[config.mk]
export PLATFORM = sky130hd
export DESIGN_NAME = mem_response_flat
export DESIGN_NICKNAME = d
export VERILOG_FILES = /design/src/rtl/mem_response_if.sv /design/src/rtl/mem_response.sv /design/src/flat_wrapper.sv
export SDC_FILE = /design/constraint.sdc
export NUM_CORES = 1
export LEC_CHECK = 0
export ABC_AREA = 1
export CAP_MARGIN = 20
export CORE_ASPECT_RATIO = 1.1
export CORE_UTILIZATION = 51
export CTS_CLUSTER_SIZE = 40
export DETAILED_ROUTE_END_ITERATION = 12
export PLACE_DENSITY = 0.88
export SETUP_SLACK_MARGIN = 0.5
export SLEW_MARGIN = 10
export SYNTH_ARGS = -nofsm -noshare
export SYNTH_HDL_FRONTEND = slang
export SYNTH_SLANG_ARGS = --single-unit
[constraint.sdc]
create_clock -name clk -period 11.39 [get_ports clk]
set_clock_uncertainty 0.05 [all_clocks]
set_input_delay 2.278 -clock clk [delete_from_list [all_inputs] [get_ports clk]]
set_output_delay 2.278 -clock clk [all_outputs]
set_load 0.01 [all_outputs]
[src/rtl/mem_response_if.sv]
// Bus between the memory control stage / main memory port and mem_response.
// Strobes are single-cycle qualifiers with no backpressure.
interface mem_response_if #(
    parameter int MAIN_ADDR_WIDTH = 16,
    parameter int WORD_WIDTH      = 32
);
    logic                            conveyor_memload;
    logic                            dstack_memload;
    logic                            reload;
    logic [1:0]                      choice;
    logic [MAIN_ADDR_WIDTH-1:0]      read_address;
    logic                            write_out;
    logic [MAIN_ADDR_WIDTH-1:0]      write_address;
    logic [WORD_WIDTH-1:0]           write_value;
    logic [3:0][MAIN_ADDR_WIDTH-1:0] dcs;
    logic [WORD_WIDTH-1:0]           mem_read_value;
    logic                            conveyor_valid;
    logic [WORD_WIDTH-1:0]           conveyor_value;
    logic                            dstack_valid;
    logic [WORD_WIDTH-1:0]           dstack_value;
    logic [3:0][WORD_WIDTH-1:0]      dc_vals;
    logic [3:0]                      dc_pending;

    modport master (
        output conveyor_memload, dstack_memload, reload, choice, read_address,
               write_out, write_address, write_value, dcs, mem_read_value,
        input  conveyor_valid, conveyor_value, dstack_valid, dstack_value,
               dc_vals, dc_pending
    );

    modport slave (
        input  conveyor_memload, dstack_memload, reload, choice, read_address,
               write_out, write_address, write_value, dcs, mem_read_value,
        output conveyor_valid, conveyor_value, dstack_valid, dstack_value,
               dc_vals, dc_pending
    );
endinterface

[src/rtl/mem_response.sv]
// Tracks in-flight main-memory reads, routes returned words to conveyor,
// data stack or DC value registers, and keeps DC values coherent with writes.
module mem_response #(
    parameter int MAIN_ADDR_WIDTH = 16,
    parameter int WORD_WIDTH      = 32,
    parameter int READ_LATENCY    = 2
) (
    input  logic          clk,
    input  logic          reset,
    mem_response_if.slave bus
);
    localparam logic [1:0] DEST_CONV   = 2'd0;
    localparam logic [1:0] DEST_DSTACK = 2'd1;
    localparam logic [1:0] DEST_DC     = 2'd2;

    typedef struct packed {
        logic                       valid;
        logic [1:0]                 dest;
        logic [1:0]                 idx;
        logic [MAIN_ADDR_WIDTH-1:0] addr;
        logic                       fwd;
        logic [WORD_WIDTH-1:0]      fwd_value;
    } entry_t;

    entry_t                     pipe_q [READ_LATENCY];
    entry_t                     pipe_d [READ_LATENCY];
    entry_t                     issue_e;
    entry_t                     last_e;
    logic [WORD_WIDTH-1:0]      ret_data;
    logic                       conv_valid_q, conv_valid_d;
    logic [WORD_WIDTH-1:0]      conv_value_q, conv_value_d;
    logic                       dstack_valid_q, dstack_valid_d;
    logic [WORD_WIDTH-1:0]      dstack_value_q, dstack_value_d;
    logic [3:0][WORD_WIDTH-1:0] dc_vals_q, dc_vals_d;
    logic [3:0]                 dc_pending;

    // A write to an in-flight address is newer than what memory will return.
    function automatic entry_t snoop(input entry_t e, input logic wr,
                                     input logic [MAIN_ADDR_WIDTH-1:0] wa,
                                     input logic [WORD_WIDTH-1:0] wv);
        entry_t r;
        r = e;
        if (e.valid && wr && (e.addr == wa)) begin
            r.fwd       = 1'b1;
            r.fwd_value = wv;
        end
        return r;
    endfunction

    always_comb begin
        issue_e = '0;
        if (bus.reload || bus.dstack_memload || bus.conveyor_memload) begin
            issue_e.valid = 1'b1;
            issue_e.addr  = bus.read_address;
            if (bus.reload) begin
                issue_e.dest = DEST_DC;
                issue_e.idx  = bus.choice;
            end else if (bus.dstack_memload) begin
                issue_e.dest = DEST_DSTACK;
            end else begin
                issue_e.dest = DEST_CONV;
            end
        end
        issue_e = snoop(issue_e, bus.write_out, bus.write_address, bus.write_value);
    end

    always_comb begin
        pipe_d[0] = issue_e;
        for (int k = 1; k < READ_LATENCY; k++) begin
            pipe_d[k] = snoop(pipe_q[k-1], bus.write_out, bus.write_address, bus.write_value);
        end
    end

    assign last_e = pipe_q[READ_LATENCY-1];

    always_comb begin
        ret_data = last_e.fwd ? last_e.fwd_value : bus.mem_read_value;
        if (bus.write_out && (bus.write_address == last_e.addr)) begin
            ret_data = bus.write_value;
        end
    end

    always_comb begin
        conv_valid_d   = last_e.valid && (last_e.dest == DEST_CONV);
        dstack_valid_d = last_e.valid && (last_e.dest == DEST_DSTACK);
        conv_value_d   = conv_valid_d ? ret_data : conv_value_q;
        dstack_value_d = dstack_valid_d ? ret_data : dstack_value_q;
        dc_vals_d      = dc_vals_q;
        for (int i = 0; i < 4; i++) begin
            if (bus.write_out && (bus.write_address == bus.dcs[i])) begin
                dc_vals_d[i] = bus.write_value;
            end
        end
        // A returning reload overrides a same-cycle snoop of the same register.
        if (last_e.valid && (last_e.dest == DEST_DC)) begin
            dc_vals_d[last_e.idx] = ret_data;
        end
    end

    always_comb begin
        dc_pending = '0;
        for (int k = 0; k < READ_LATENCY; k++) begin
            if (pipe_q[k].valid && (pipe_q[k].dest == DEST_DC)) begin
                dc_pending[pipe_q[k].idx] = 1'b1;
            end
        end
    end

    always_ff @(posedge clk or posedge reset) begin
        if (reset) begin
            for (int k = 0; k < READ_LATENCY; k++) begin
                pipe_q[k] <= '0;
            end
            conv_valid_q   <= 1'b0;
            conv_value_q   <= '0;
            dstack_valid_q <= 1'b0;
            dstack_value_q <= '0;
            dc_vals_q      <= '0;
        end else begin
            for (int k = 0; k < READ_LATENCY; k++) begin
                pipe_q[k] <= pipe_d[k];
            end
            conv_valid_q   <= conv_valid_d;
            conv_value_q   <= conv_value_d;
            dstack_valid_q <= dstack_valid_d;
            dstack_value_q <= dstack_value_d;
            dc_vals_q      <= dc_vals_d;
        end
    end

    assign bus.conveyor_valid = conv_valid_q;
    assign bus.conveyor_value = conv_value_q;
    assign bus.dstack_valid   = dstack_valid_q;
    assign bus.dstack_value   = dstack_value_q;
    assign bus.dc_vals        = dc_vals_q;
    assign bus.dc_pending     = dc_pending;
endmodule

[src/flat_wrapper.sv]
// flat-port wrapper written by rule: the top's interface ports become plain ports
module mem_response_flat 
#(
    parameter int MAIN_ADDR_WIDTH = 16,
    parameter int WORD_WIDTH      = 32,
    parameter int READ_LATENCY    = 2
)
  (clk, reset, bus_conveyor_memload, bus_dstack_memload, bus_reload, bus_choice, bus_read_address, bus_write_out, bus_write_address, bus_write_value, bus_dcs, bus_mem_read_value, bus_conveyor_valid, bus_conveyor_value, bus_dstack_valid, bus_dstack_value, bus_dc_vals, bus_dc_pending);
  mem_response_if #(.MAIN_ADDR_WIDTH(MAIN_ADDR_WIDTH), .WORD_WIDTH(WORD_WIDTH)) bus_i ();
  input  logic clk;
  input  logic reset;
  input wire logic [$bits(bus_i.conveyor_memload)-1:0] bus_conveyor_memload;
  input wire logic [$bits(bus_i.dstack_memload)-1:0] bus_dstack_memload;
  input wire logic [$bits(bus_i.reload)-1:0] bus_reload;
  input wire logic [$bits(bus_i.choice)-1:0] bus_choice;
  input wire logic [$bits(bus_i.read_address)-1:0] bus_read_address;
  input wire logic [$bits(bus_i.write_out)-1:0] bus_write_out;
  input wire logic [$bits(bus_i.write_address)-1:0] bus_write_address;
  input wire logic [$bits(bus_i.write_value)-1:0] bus_write_value;
  input wire logic [$bits(bus_i.dcs)-1:0] bus_dcs;
  input wire logic [$bits(bus_i.mem_read_value)-1:0] bus_mem_read_value;
  output wire logic [$bits(bus_i.conveyor_valid)-1:0] bus_conveyor_valid;
  output wire logic [$bits(bus_i.conveyor_value)-1:0] bus_conveyor_value;
  output wire logic [$bits(bus_i.dstack_valid)-1:0] bus_dstack_valid;
  output wire logic [$bits(bus_i.dstack_value)-1:0] bus_dstack_value;
  output wire logic [$bits(bus_i.dc_vals)-1:0] bus_dc_vals;
  output wire logic [$bits(bus_i.dc_pending)-1:0] bus_dc_pending;
  assign bus_i.conveyor_memload = bus_conveyor_memload;
  assign bus_i.dstack_memload = bus_dstack_memload;
  assign bus_i.reload = bus_reload;
  assign bus_i.choice = bus_choice;
  assign bus_i.read_address = bus_read_address;
  assign bus_i.write_out = bus_write_out;
  assign bus_i.write_address = bus_write_address;
  assign bus_i.write_value = bus_write_value;
  assign bus_i.dcs = bus_dcs;
  assign bus_i.mem_read_value = bus_mem_read_value;
  assign bus_conveyor_valid = bus_i.conveyor_valid;
  assign bus_conveyor_value = bus_i.conveyor_value;
  assign bus_dstack_valid = bus_i.dstack_valid;
  assign bus_dstack_value = bus_i.dstack_value;
  assign bus_dc_vals = bus_i.dc_vals;
  assign bus_dc_pending = bus_i.dc_pending;
  mem_response #(.MAIN_ADDR_WIDTH(MAIN_ADDR_WIDTH), .WORD_WIDTH(WORD_WIDTH), .READ_LATENCY(READ_LATENCY)) u_core (.clk(clk), .reset(reset), .bus(bus_i));
endmodule
-- Word-level counts from Yosys, hierarchy flattened
Cells that the tools add are included.
- bitwise gates (word level): 1
- $lt $le $gt $ge: 4
- equality and inequality tests: 10
- reduce and logical (&&, ||, !) cells: 18
- multiplexer cells: 22
- operators with widths (kind ; count):
    32-bit two-way mux ; 7
    128-bit bitwise mux ; 1
    128-bit two-way mux ; 1
    16-bit == test ; 7
    33-bit two-way mux ; 2
    32-bit demux with 2-bit select ; 1
    21-bit two-way mux ; 1
    1-bit logical AND ; 15
    4-bit two-way mux ; 2
    2-bit by 3-bit less-than comparator with 1-bit output, second input constant ; 2
    1-bit demux with 2-bit select ; 2
    2-bit == test, second input constant ; 2
    2-bit by 1-bit >= comparator with 1-bit output, second input constant ; 2
    2-bit two-way mux ; 2
    4-bit bitwise OR ; 1
    1-bit two-way mux ; 3
    2-bit by 1-bit == test with 1-bit output, second input constant ; 1
    2-bit logical NOT ; 1
    1-bit logical OR ; 2
- output and inout bits: 198
- logic and storage cells: 75
- register bits after elaboration: 302
- input port bits: 168

-- Longest topological paths before layout
Gate-level depths: netlist of the first run.
- word-level depth: 7
- depth in mapped cells: 13
- mapped depth without buffers: 11

-- Worst setup path before layout of the first run
Ideal clock, no wire load.
- path type: register -> output
- from: register u_core.pipe_q, in the netlist u_core.last_e[51]
- to: output port bus_dc_pending[3]
- stages on the path, launching flop included: 7
- setup slack: 7655 ps
- arrival: 1407 ps
- path buffers: 1
- required time: 9062 ps
- path through: dfrtp_1 nor3_1 inv_1 nor3_2 inv_1 clkbuf_1 nand2_1
- longest elaborated chain between the ends: 3
- RTL lines (what ; line ; RTL):
    start: declaration ; mem_response.sv:25 ; entry_t pipe_q [READ_LATENCY];
    start signal: indexed assignment ; mem_response.sv:121 ; pipe_q[k] <= pipe_d[k];
    2-bit == test ; mem_response.sv:103 ; if (pipe_q[k].valid && (pipe_q[k].dest == DEST_DC)) begin
    1-bit logical AND ; mem_response.sv:103 ;
    4-bit two-way mux ; mem_response.sv:103 ;
    end: declaration ; flat_wrapper.sv:27 ; output wire logic [$bits(bus_i.dc_pending)-1:0] bus_dc_pending;
No other way between the ends.

-- Worst setup path after layout of the first run
- from: input port bus_write_address[12]
- to: register u_core.conv_value_q[0], in the netlist u_core.bus.conveyor_value[0]
- longest elaborated chain between the ends: 3
- RTL lines (what ; line ; RTL):
    start: declaration ; flat_wrapper.sv:18 ; input wire logic [$bits(bus_i.write_address)-1:0] bus_write_address;
    16-bit == test ; mem_response.sv:78 ; if (bus.write_out && (bus.write_address == last_e.addr)) begin
    1-bit logical AND ; mem_response.sv:78 ;
    32-bit two-way mux ; mem_response.sv:78 ;
    end signal: assignment ; mem_response.sv:124 ; conv_value_q <= conv_value_d;
    end: declaration ; mem_response.sv:31 ; logic [WORD_WIDTH-1:0] conv_value_q, conv_value_d;
No other way between the ends.
A chain may end at the register's enable or synchronous reset.

==> impl_metrics.env, run 1 <==
export IMPL_path_clk_slew_ns=0.06
export IMPL_finalSetupTns_ns=0
export IMPL_critPathKind="primary input to flop"
export IMPL_clock_fmax_mhz=170
export IMPL_fin_crit_sh_pct=51.7
export IMPL_holdCritPathClass="flop to flop"
export IMPL_avgSynthCellArea_um2=7.84
export IMPL_dr_pass1_iters=8
export IMPL_async_flop_share_pct=100
export IMPL_cts_hold_buffers=0
export IMPL_power_switching_mw=0.995
export IMPL_place_ws_ns=5.08
export IMPL_crit_path_end="u_core.bus.conveyor_value[0]$_DFFE_PP0P_"
export IMPL_drcViolationCount=0
export IMPL_drive_gt1_share_pct=7.31
export IMPL_place_area_um2=20300
export IMPL_htreeDepth=1
export IMPL_die_area_um2=33000
export IMPL_rsz0062_at_grt="false"
export IMPL_seq_power_share_pct=41.3
export IMPL_ys_flop_type="dfrtp_1"
export IMPL_reg2reg_to="u_core.bus.conveyor_value[0]$_DFFE_PP0P_"
export IMPL_root_buffer="clkbuf_16"
export IMPL_grt_max_degree=139
export IMPL_synth_cells=2099
export IMPL_crit_start="bus_write_address[12]"
export IMPL_ys_top_cells_by_area="dfrtp_1, nand2_1, nand3_1"
export IMPL_worstSkewPairLatency_ns=0.57
export IMPL_finish_net_count=2565
export IMPL_portBuffers=365
export IMPL_core_area_um2=31600
export IMPL_yosysSeqAreaShare_pct=45.9
export IMPL_power_density_nw_per_um2=150
export IMPL_synth_top_family_by_area="simple AND/OR/NAND/NOR gates"
export IMPL_syn_to_final_growth_pct=30.5
export IMPL_synthAdderAreaFrac_pct=0
export IMPL_fin_ws_ns=5.50
export IMPL_max_slew_margin_rel_pct=16.9
export IMPL_sw_frac_of_total_pct=30.8
export IMPL_io_pins=366
export IMPL_initial_core_util_pct=52.1
export IMPL_vdd_drop_max_mv=0.123
export IMPL_ant_nets=0
export IMPL_synth_simple_gate_area_share_pct=39.0
export IMPL_timing_rr_start="u_core.last_e[45]$_DFF_PP0_"
export IMPL_grt_pass1_wl_um=95000
export IMPL_synth_edf_count=0
export IMPL_place_congestion=0.942
export IMPL_wl_per_cell_um=21.9
export IMPL_synth_fp_nets=2267
export IMPL_required_ns=11.83
export IMPL_worst_pin_slew_ns=1.24
export IMPL_synth_seq_cells=302
export IMPL_vias=17127
export IMPL_wl_um=62100
export IMPL_synth_cell_area_um2=16500
export IMPL_cts_buffers=30
export IMPL_setup_viol=0
export IMPL_finalHoldWorstSlack_ns=0.329
export IMPL_synth_mux_area_share_pct=1.95
export IMPL_dp_hpwl_um=39500
export IMPL_p_comb_share_pct=26.2
export IMPL_slew_viol_final=0
export IMPL_synth_compound_area_share_pct=2.17
export IMPL_yosys_cell_types_count=30
export IMPL_crit_path_start_kind="primary input"
export IMPL_cts_resized=0
export IMPL_die_w_um=173
export IMPL_grt_usage_pct=37.1
export IMPL_die_y_um=190
export IMPL_hold_viol_final=0
export IMPL_rows=68
export IMPL_cts_tree="done"
export IMPL_fillCellCount=2484
export IMPL_period_needed_ns=5.89
export IMPL_cts_max_path_buffers=3
export IMPL_post_drt_via_cell_ratio=6.03
export IMPL_pwr_share_clk_pct=32.5
export IMPL_status="complete, no violations"
export IMPL_yosysWarnings=0
export IMPL_crit_fanout=33
export IMPL_ff2ff_setup_slack_ns=7.75
export IMPL_clkSinkCount=302
export IMPL_worstRegToRegCells=11
export IMPL_setup_worst_path_end_class="flop"
export IMPL_p_leak_nw=10.9
export IMPL_maxCapViolCount=0
export IMPL_final_util_pct=68.0
export IMPL_crit_arrival_ns=6.32
export IMPL_p_int_mw=2.23
export IMPL_synth_top_area_share_pct=45.9
export IMPL_final_cell_area_um2=21500
export IMPL_grt_pass1_vias=17267
export IMPL_synth_top_area_cell="dfrtp_1"
export IMPL_antenna_found_initial=2
export IMPL_drt_iter0_drc=2348
export IMPL_gr_total_overflow=0
export IMPL_synth_xor_area_share_pct=1.22
export IMPL_postCtsSetupBuffers=0
metal layers:
metal / vias up / part of all wire [%] / global-route usage [%]
li1: 7372 / - / -
met1: 7940 / 36 / 45.5
met2: 1439 / 45 / 57.9
met3: 376 / 12 / 9.67
met4: 0 / 6.4 / 24.5
met5: - / 0 / 0
critical path: stages:
cell             delay, ns
clkdlybuf4s50_1       0.72
inv_1                 0.18
nand2_1               0.10
nand2_1               0.05
nor2_1                0.13
nand2_1               0.11
nor2_4                0.08
buf_4                 0.74
nand3_4               1.09
nand2_1               0.56
nand3_1               0.15
nand2_1               0.11
how the worst min path moves through the flow:
stage / start / endpoint / slack, ns / cells past startpoint
2_1_floorplan: u_core.pipe_d[52]$_DFF_PP0_ / u_core.last_e[52]$_DFF_PP0_ / 0.30 / 0
3_3_place_gp: u_core.pipe_d[52]$_DFF_PP0_ / u_core.last_e[52]$_DFF_PP0_ / 0.31 / 0
3_5_place_dp: u_core.pipe_d[52]$_DFF_PP0_ / u_core.last_e[52]$_DFF_PP0_ / 0.32 / 0
4_1_cts: u_core.pipe_d[52]$_DFF_PP0_ / u_core.last_e[52]$_DFF_PP0_ / 0.33 / 0
5_1_grt: u_core.pipe_d[42]$_DFF_PP0_ / u_core.last_e[42]$_DFF_PP0_ / 0.35 / 0
6_report: u_core.pipe_d[52]$_DFF_PP0_ / u_core.last_e[52]$_DFF_PP0_ / 0.33 / 0
cell usage in the layout (no fill, tap or decap), types with 5 or more instances in the layout:
cell,n
clkinv_2,5
o21ai_1,5
nand2_4,30
nor2_4,13
nand3_2,6
inv_1,257
nor2_1,80
inv_2,8
xor2_1,11
nand4_4,30
clkdlybuf4s50_1,365
o21ai_0,56
mux2i_1,32
clkbuf_8,10
xnor2_1,12
nand3_1,332
nor3_4,5
clkbuf_16,30
nand4_1,132
nand2_1,645
dfrtp_1,301
buf_4,21
logic make-up (layout without fill, tap and decap cells):
family | Yosys count | in the layout
multiplexers | 32 | 32
XOR/XNOR | 23 | 23
AND/OR/NAND/NOR | 1284 | 1284
other | 0 | 2
AO/OA/AOI/OAI | 69 | 69
flip-flops | 302 | 302
buffers and inverters | 389 | 710
metrics by stage:
step                total power [mW]  std cells
finish                          3.23       2842
global route                    3.34       2841
CTS                             3.21       2837
detailed placement              2.17       2782
global placement                2.14       2782
floorplan                       1.69       2099
state kept, by name, summed over array words and instances (netlist names):
name,count
u_core.bus.conveyor_valid,1
u_core.bus.conveyor_value,32
u_core.bus.dc_vals,128
u_core.bus.dstack_valid,1
u_core.bus.dstack_value,32
u_core.last_e,54
u_core.pipe_d,21
u_core.pipe_q,33
synthesized netlist by cell type, types with 3 or more instances:
library cell	n
buf_2	33
buf_6	9
nand3_1	338
dfrtp_1	302
nor2_1	83
inv_1	258
a21oi_1	3
mux2i_1	32
xor2_1	11
or2_2	4
xnor2_1	12
nand4_1	132
nor3_1	3
nor3_2	5
clkbuf_1	66
inv_2	8
o211ai_1	4
o21ai_0	56
o21ai_1	5
nand2_1	647
nand2_4	30
buf_4	7
buf_1	6
nor2_2	8
nand4_4	30
power groups by stage:
stage	Clock, mW	Sequential, mW	Combinational (mW)
after floorplan	0	1.37	0.314
after global placement	0	1.34	0.805
after detailed placement	0	1.34	0.826
after CTS	1.05	1.32	0.833
after global routing	1.09	1.34	0.911
final	1.05	1.33	0.846
area by class of cell:
class	count	area (um^2)	area share, %
sequential	302	7560	35.2
multi-input combinational	1408	7430	34.6
timing repair buffer	389	3890	18.1
inverter	266	1010	4.69
clock buffer	44	903	4.21
tap	420	526	2.45
clock inverter	11	146	0.682
antenna	2	5.00	0.0233
Note: power is estimated with default switching activity, not from simulation.
==> run 2: changes to the inputs <==
clock period = 5.7 ns   (was 11.39 ns; I/O delays follow)
==> impl_metrics.env, run 2 (same netlist as run 1, synthesis figures left out) <==
export IMPL_io_pins=366
export IMPL_power_switching_mw=2.01
export IMPL_gr_total_overflow=0
export IMPL_postCtsSetupBuffers=0
export IMPL_worstSkewPairLatency_ns=0.52
export IMPL_drt_iter0_drc=2123
export IMPL_power_density_nw_per_um2=302
export IMPL_holdCritPathClass="flop to flop"
export IMPL_required_ns=4.51
export IMPL_dr_pass1_iters=10
export IMPL_drive_gt1_share_pct=7.54
export IMPL_largest_register_ffs=128
export IMPL_grt_pass1_wl_um=94300
export IMPL_mostFrequentLayoutCell="nand2_1"
export IMPL_die_w_um=173
export IMPL_multi_input_area_um2=7430
export IMPL_sw_frac_of_total_pct=31.0
export IMPL_initial_core_util_pct=52.1
export IMPL_crit_path_start_kind="flop"
export IMPL_root_buffer="clkbuf_16"
export IMPL_status="complete, no violations"
export IMPL_rsz0062_at_grt="false"
export IMPL_period_needed_ns=4.52
export IMPL_die_area_um2=33000
export IMPL_wl_per_cell_um=21.6
export IMPL_vdd_drop_max_mv=0.179
export IMPL_place_congestion=0.969
export IMPL_maxCapViolCount=0
export IMPL_rows=68
export IMPL_seq_power_share_pct=40.9
export IMPL_cts_hold_buffers=0
export IMPL_dp_hpwl_um=40000
export IMPL_critPathKind="flop to output pin"
export IMPL_finalSetupTns_ns=0
export IMPL_p_comb_share_pct=26.0
export IMPL_die_y_um=190
export IMPL_cts_max_path_buffers=3
export IMPL_cts_buffers=34
export IMPL_post_drt_via_cell_ratio=5.93
export IMPL_fillCellCount=2491
export IMPL_hold_viol_final=0
export IMPL_syn_to_final_growth_pct=30.8
export IMPL_final_util_pct=68.2
export IMPL_cts_tree="done"
export IMPL_grt_max_degree=145
export IMPL_finish_net_count=2574
export IMPL_drcViolationCount=0
export IMPL_finalHoldWorstSlack_ns=0.327
export IMPL_cts_resized=0
export IMPL_clkSinkCount=302
export IMPL_max_slew_margin_rel_pct=21.5
export IMPL_portBuffers=365
export IMPL_htreeDepth=2
export IMPL_fin_crit_sh_pct=79.3
export IMPL_crit_arrival_ns=3.33
export IMPL_pwr_share_clk_pct=33.1
export IMPL_crit_fanout=33
export IMPL_worst_pin_slew_ns=1.18
export IMPL_regArea_um2=7560
export IMPL_total_power_mw=6.49
export IMPL_grt_pass1_vias=16917
export IMPL_p_leak_nw=10.9
export IMPL_setup_viol=0
export IMPL_p_int_mw=4.48
export IMPL_setup_worst_path_end_class="output pin"
export IMPL_final_cell_area_um2=21500
export IMPL_final_cell_mix="nand2_1, clkdlybuf4s50_1, nand3_1, dfrtp_1, inv_1"
export IMPL_slew_viol_final=0
export IMPL_ant_nets=0
export IMPL_antenna_found_initial=1
export IMPL_vias=16883
export IMPL_core_area_um2=31600
export IMPL_place_area_um2=20400
export IMPL_grt_usage_pct=36.9
export IMPL_wl_um=61600
export IMPL_clock_fmax_mhz=221
export IMPL_path_clk_slew_ns=0.06
[run 2: cell types whose count changed in the layout (fill, tap and decap cells not counted), sizes merged]
| cell | delta |
|---|---|
| clkbuf | +6 |
| buf | +5 |
| bufinv | -3 |
| inv | +2 |
| clkinv | -1 |
| clkinvlp | -1 |
| diode | -1 |
[run 2: layout make-up]
type | instances | share of cell area [%]
diodes | 1 | 0.0116
clock buffers | 50 | 4.75
clock inverters | 8 | 0.262
inverters | 266 | 4.66
multi-input cells | 1408 | 34.5
flip-flops and latches | 302 | 35.1
well taps | 420 | 2.44
repair buffers | 394 | 18.2
[run 2: worst paths after layout]
check / from / endpoint / slack, ns / cells after the start
setup reg to reg: u_core.last_e[51]$_DFF_PP0_ / u_core.bus.dc_vals[14]$_DFF_PP0_ / 2.98 / 8
hold reg to reg: u_core.pipe_d[52]$_DFF_PP0_ / u_core.last_e[52]$_DFF_PP0_ / 0.33 / 0
min in group asynchronous: reset / u_core.bus.dstack_value[6]$_DFFE_PP0P_ / 1.00 / 2
hold / removal: u_core.pipe_d[52]$_DFF_PP0_ / u_core.last_e[52]$_DFF_PP0_ / 0.33 / 0
setup / recovery: u_core.last_e[51]$_DFF_PP0_ / bus_dc_pending[0] / 1.18 / 7
max in group asynchronous: reset / u_core.pipe_d[43]$_DFF_PP0_ / 3.39 / 3
[run 2: worst max-delay path, stage by stage, from the launching register on]
cell and delay (ns):
dfrtp_1 0.41, nor3_1 0.31, inv_1 0.22, nor3_4 0.14
buf_4 0.45, inv_1 0.51, nand2_1 0.20, clkdlybuf4s50_1 0.56
[run 2: metal layers]
layer | track usage [%] | part of all wire [%] | wire length, um
met3 | 8.59 | 12 | 7190
met4 | 21.7 | 6.4 | 3960
met1 | 45.2 | 36 | 22000
met5 | 0 | 0 | 0
met2 | 59.9 | 46 | 28400
[run 2: power by group through the flow]
stage	Sequential, mW	Clock [mW]	Combinational (mW)
after floorplan	2.74	0	0.628
after global placement	2.68	0	1.61
after detailed placement	2.68	0	1.66
after CTS	2.64	2.15	1.67
after global routing	2.68	2.24	1.81
final	2.66	2.15	1.69
[run 2: metrics by stage]
stage,cells,setup WS [ns]
2_1_floorplan,2099,0.495
3_3_place_gp,2789,1.04
3_5_place_dp,2790,1.01
4_1_cts,2848,1.25
5_1_grt,2849,1.06
6_report,2849,1.18
==> run 3: changes to the inputs <==
CORE_UTILIZATION = 46   (was 51)
PLACE_DENSITY = 0.84   (was 0.88)
clock period = 4 ns   (was 5.7 ns; I/O delays follow)
==> impl_metrics.env, run 3 (same netlist as run 1, synthesis figures left out) <==
export IMPL_status="complete, no violations"
export IMPL_place_area_um2=20800
export IMPL_setup_viol=0
export IMPL_drcViolationCount=0
export IMPL_initial_core_util_pct=46.7
export IMPL_cts_resized=1
export IMPL_worstSkewPairLatency_ns=0.57
export IMPL_cts_tree="done"
export IMPL_io_pins=366
export IMPL_timing_rr_start="u_core.last_e[50]$_DFF_PP0_"
export IMPL_grt_max_degree=90
export IMPL_fin_ws_ns=0.602
export IMPL_cts_hold_buffers=0
export IMPL_grt_pass1_wl_um=96300
export IMPL_clkSinkCount=302
export IMPL_power_density_nw_per_um2=416
export IMPL_portBuffers=365
export IMPL_cts_buffers=31
export IMPL_setup_worst_path_end_class="output pin"
export IMPL_clock_fmax_mhz=294
export IMPL_slew_viol_final=0
export IMPL_finish_net_count=2602
export IMPL_max_slew_margin_rel_pct=51.5
export IMPL_required_ns=3.15
export IMPL_final_util_pct=61.9
export IMPL_syn_to_final_growth_pct=32.6
export IMPL_crit_arrival_ns=2.55
export IMPL_rsz0062_at_grt="false"
export IMPL_postCtsSetupBuffers=0
export IMPL_p_leak_nw=11.0
export IMPL_die_y_um=200
export IMPL_vias=16687
export IMPL_cts_max_path_buffers=3
export IMPL_crit_start="u_core.last_e[51]$_DFF_PP0_"
export IMPL_crit_path_start_kind="flop"
export IMPL_core_area_um2=35200
export IMPL_critPathKind="flop to output pin"
export IMPL_crit_fanout=33
export IMPL_die_area_um2=36500
export IMPL_wl_um=62900
export IMPL_post_drt_via_cell_ratio=5.68
export IMPL_dp_hpwl_um=43300
export IMPL_gr_total_overflow=0
export IMPL_period_needed_ns=3.40
export IMPL_grt_usage_pct=34.3
export IMPL_n_antenna_cell=0
export IMPL_place_ws_ns=0.404
export IMPL_path_clk_slew_ns=0.06
export IMPL_min_delay_start="u_core.pipe_d[52]$_DFF_PP0_"
export IMPL_maxCapViolCount=0
export IMPL_holdCritPathClass="flop to flop"
export IMPL_die_w_um=182
export IMPL_root_buffer="clkbuf_16"
export IMPL_ant_nets=0
export IMPL_drt_iter0_drc=1884
export IMPL_htreeDepth=1
export IMPL_dr_pass1_iters=6
export IMPL_antenna_found_initial=0
export IMPL_largest_register_ffs=128
export IMPL_final_cell_mix="nand2_1, clkdlybuf4s50_1, nand3_1, dfrtp_1, inv_1"
export IMPL_final_cell_area_um2=21800
export IMPL_place_congestion=0.913
export IMPL_vdd_drop_max_mv=0.334
export IMPL_mostFrequentLayoutCell="nand2_1"
export IMPL_drive_gt1_share_pct=8.54
export IMPL_fin_crit_sh_pct=85.0
export IMPL_finalHoldWorstSlack_ns=0.329
export IMPL_worst_pin_slew_ns=0.726
export IMPL_rows=72
export IMPL_wl_per_cell_um=21.4
export IMPL_grt_pass1_vias=16657
export IMPL_hold_viol_final=0
-- run 3: cell types whose count changed in the layout (fill, tap and decap cells not counted), sizes merged --
cell	delta
inv	-2
clkinvlp	+1
diode	-1
clkbuf	-1
bufinv	+1
buf	+31
-- run 3: worst paths after layout --
kind / to / slack [ns] / cells past startpoint
worst max-delay path: bus_dc_pending[3] / 0.60 / 7
worst min-delay path: u_core.last_e[52]$_DFF_PP0_ / 0.33 / 0
worst max register to register: u_core.bus.dc_vals[72]$_DFF_PP0_ / 1.63 / 8
worst min register to register: u_core.last_e[52]$_DFF_PP0_ / 0.33 / 0
max in group asynchronous: u_core.bus.conveyor_value[19]$_DFFE_PP0P_ / 2.17 / 4
min in group asynchronous: u_core.bus.conveyor_value[7]$_DFFE_PP0P_ / 0.65 / 2
-- run 3: power by group --
group | internal, mW | total [mW] | switching [mW] | leakage [nW]
logic | 1.16 | 2.42 | 1.26 | 6.70
clock network | 1.62 | 2.85 | 1.23 | 0.484
registers | 3.46 | 3.80 | 0.334 | 3.85
total | 6.24 | 9.07 | 2.82 | 11.0
-- run 3: worst max-delay path, cell delays in order, from the launching register on --
cell	delay [ns]
dfrtp_1	0.42
nor3_2	0.26
inv_2	0.12
nor3_4	0.14
inv_1	0.05
buf_4	0.28
nand2_1	0.16
clkdlybuf4s50_1	0.55
-- run 3: layer usage --
layer | vias to the layer above | share of wire [%] | GRT usage (%)
met4 | 0 | 5.4 | 17.9
met1 | 7809 | 38 | 43.9
met5 | - | 0 | 0
met3 | 244 | 11 | 7.25
met2 | 1180 | 46 | 54.7
li1 | 7454 | - | -
-- run 3: final cells by class --
| cell class | count | area (um^2) |
|---|---|---|
| Clock inverter | 8 | 71.3 |
| Inverter | 266 | 1000 |
| Fill cell | 2993 | 13400 |
| Tap cell | 481 | 602 |
| Sequential cell | 302 | 7560 |
| Clock buffer | 49 | 913 |
| Multi-Input combinational cell | 1408 | 7440 |
| Timing Repair Buffer | 425 | 4230 |
-- run 3: per-stage QoR --
| stage | setup TNS [ns] | power (mW) | std cells |
|---|---|---|---|
| after CTS | 0 | 9.05 | 2938 |
| after global placement | 0 | 6.17 | 2881 |
| after floorplan | -261.24 | 4.80 | 2099 |
| final | 0 | 9.07 | 2939 |
| after detailed placement | 0 | 6.22 | 2881 |
| after global routing | 0 | 9.43 | 2939 |
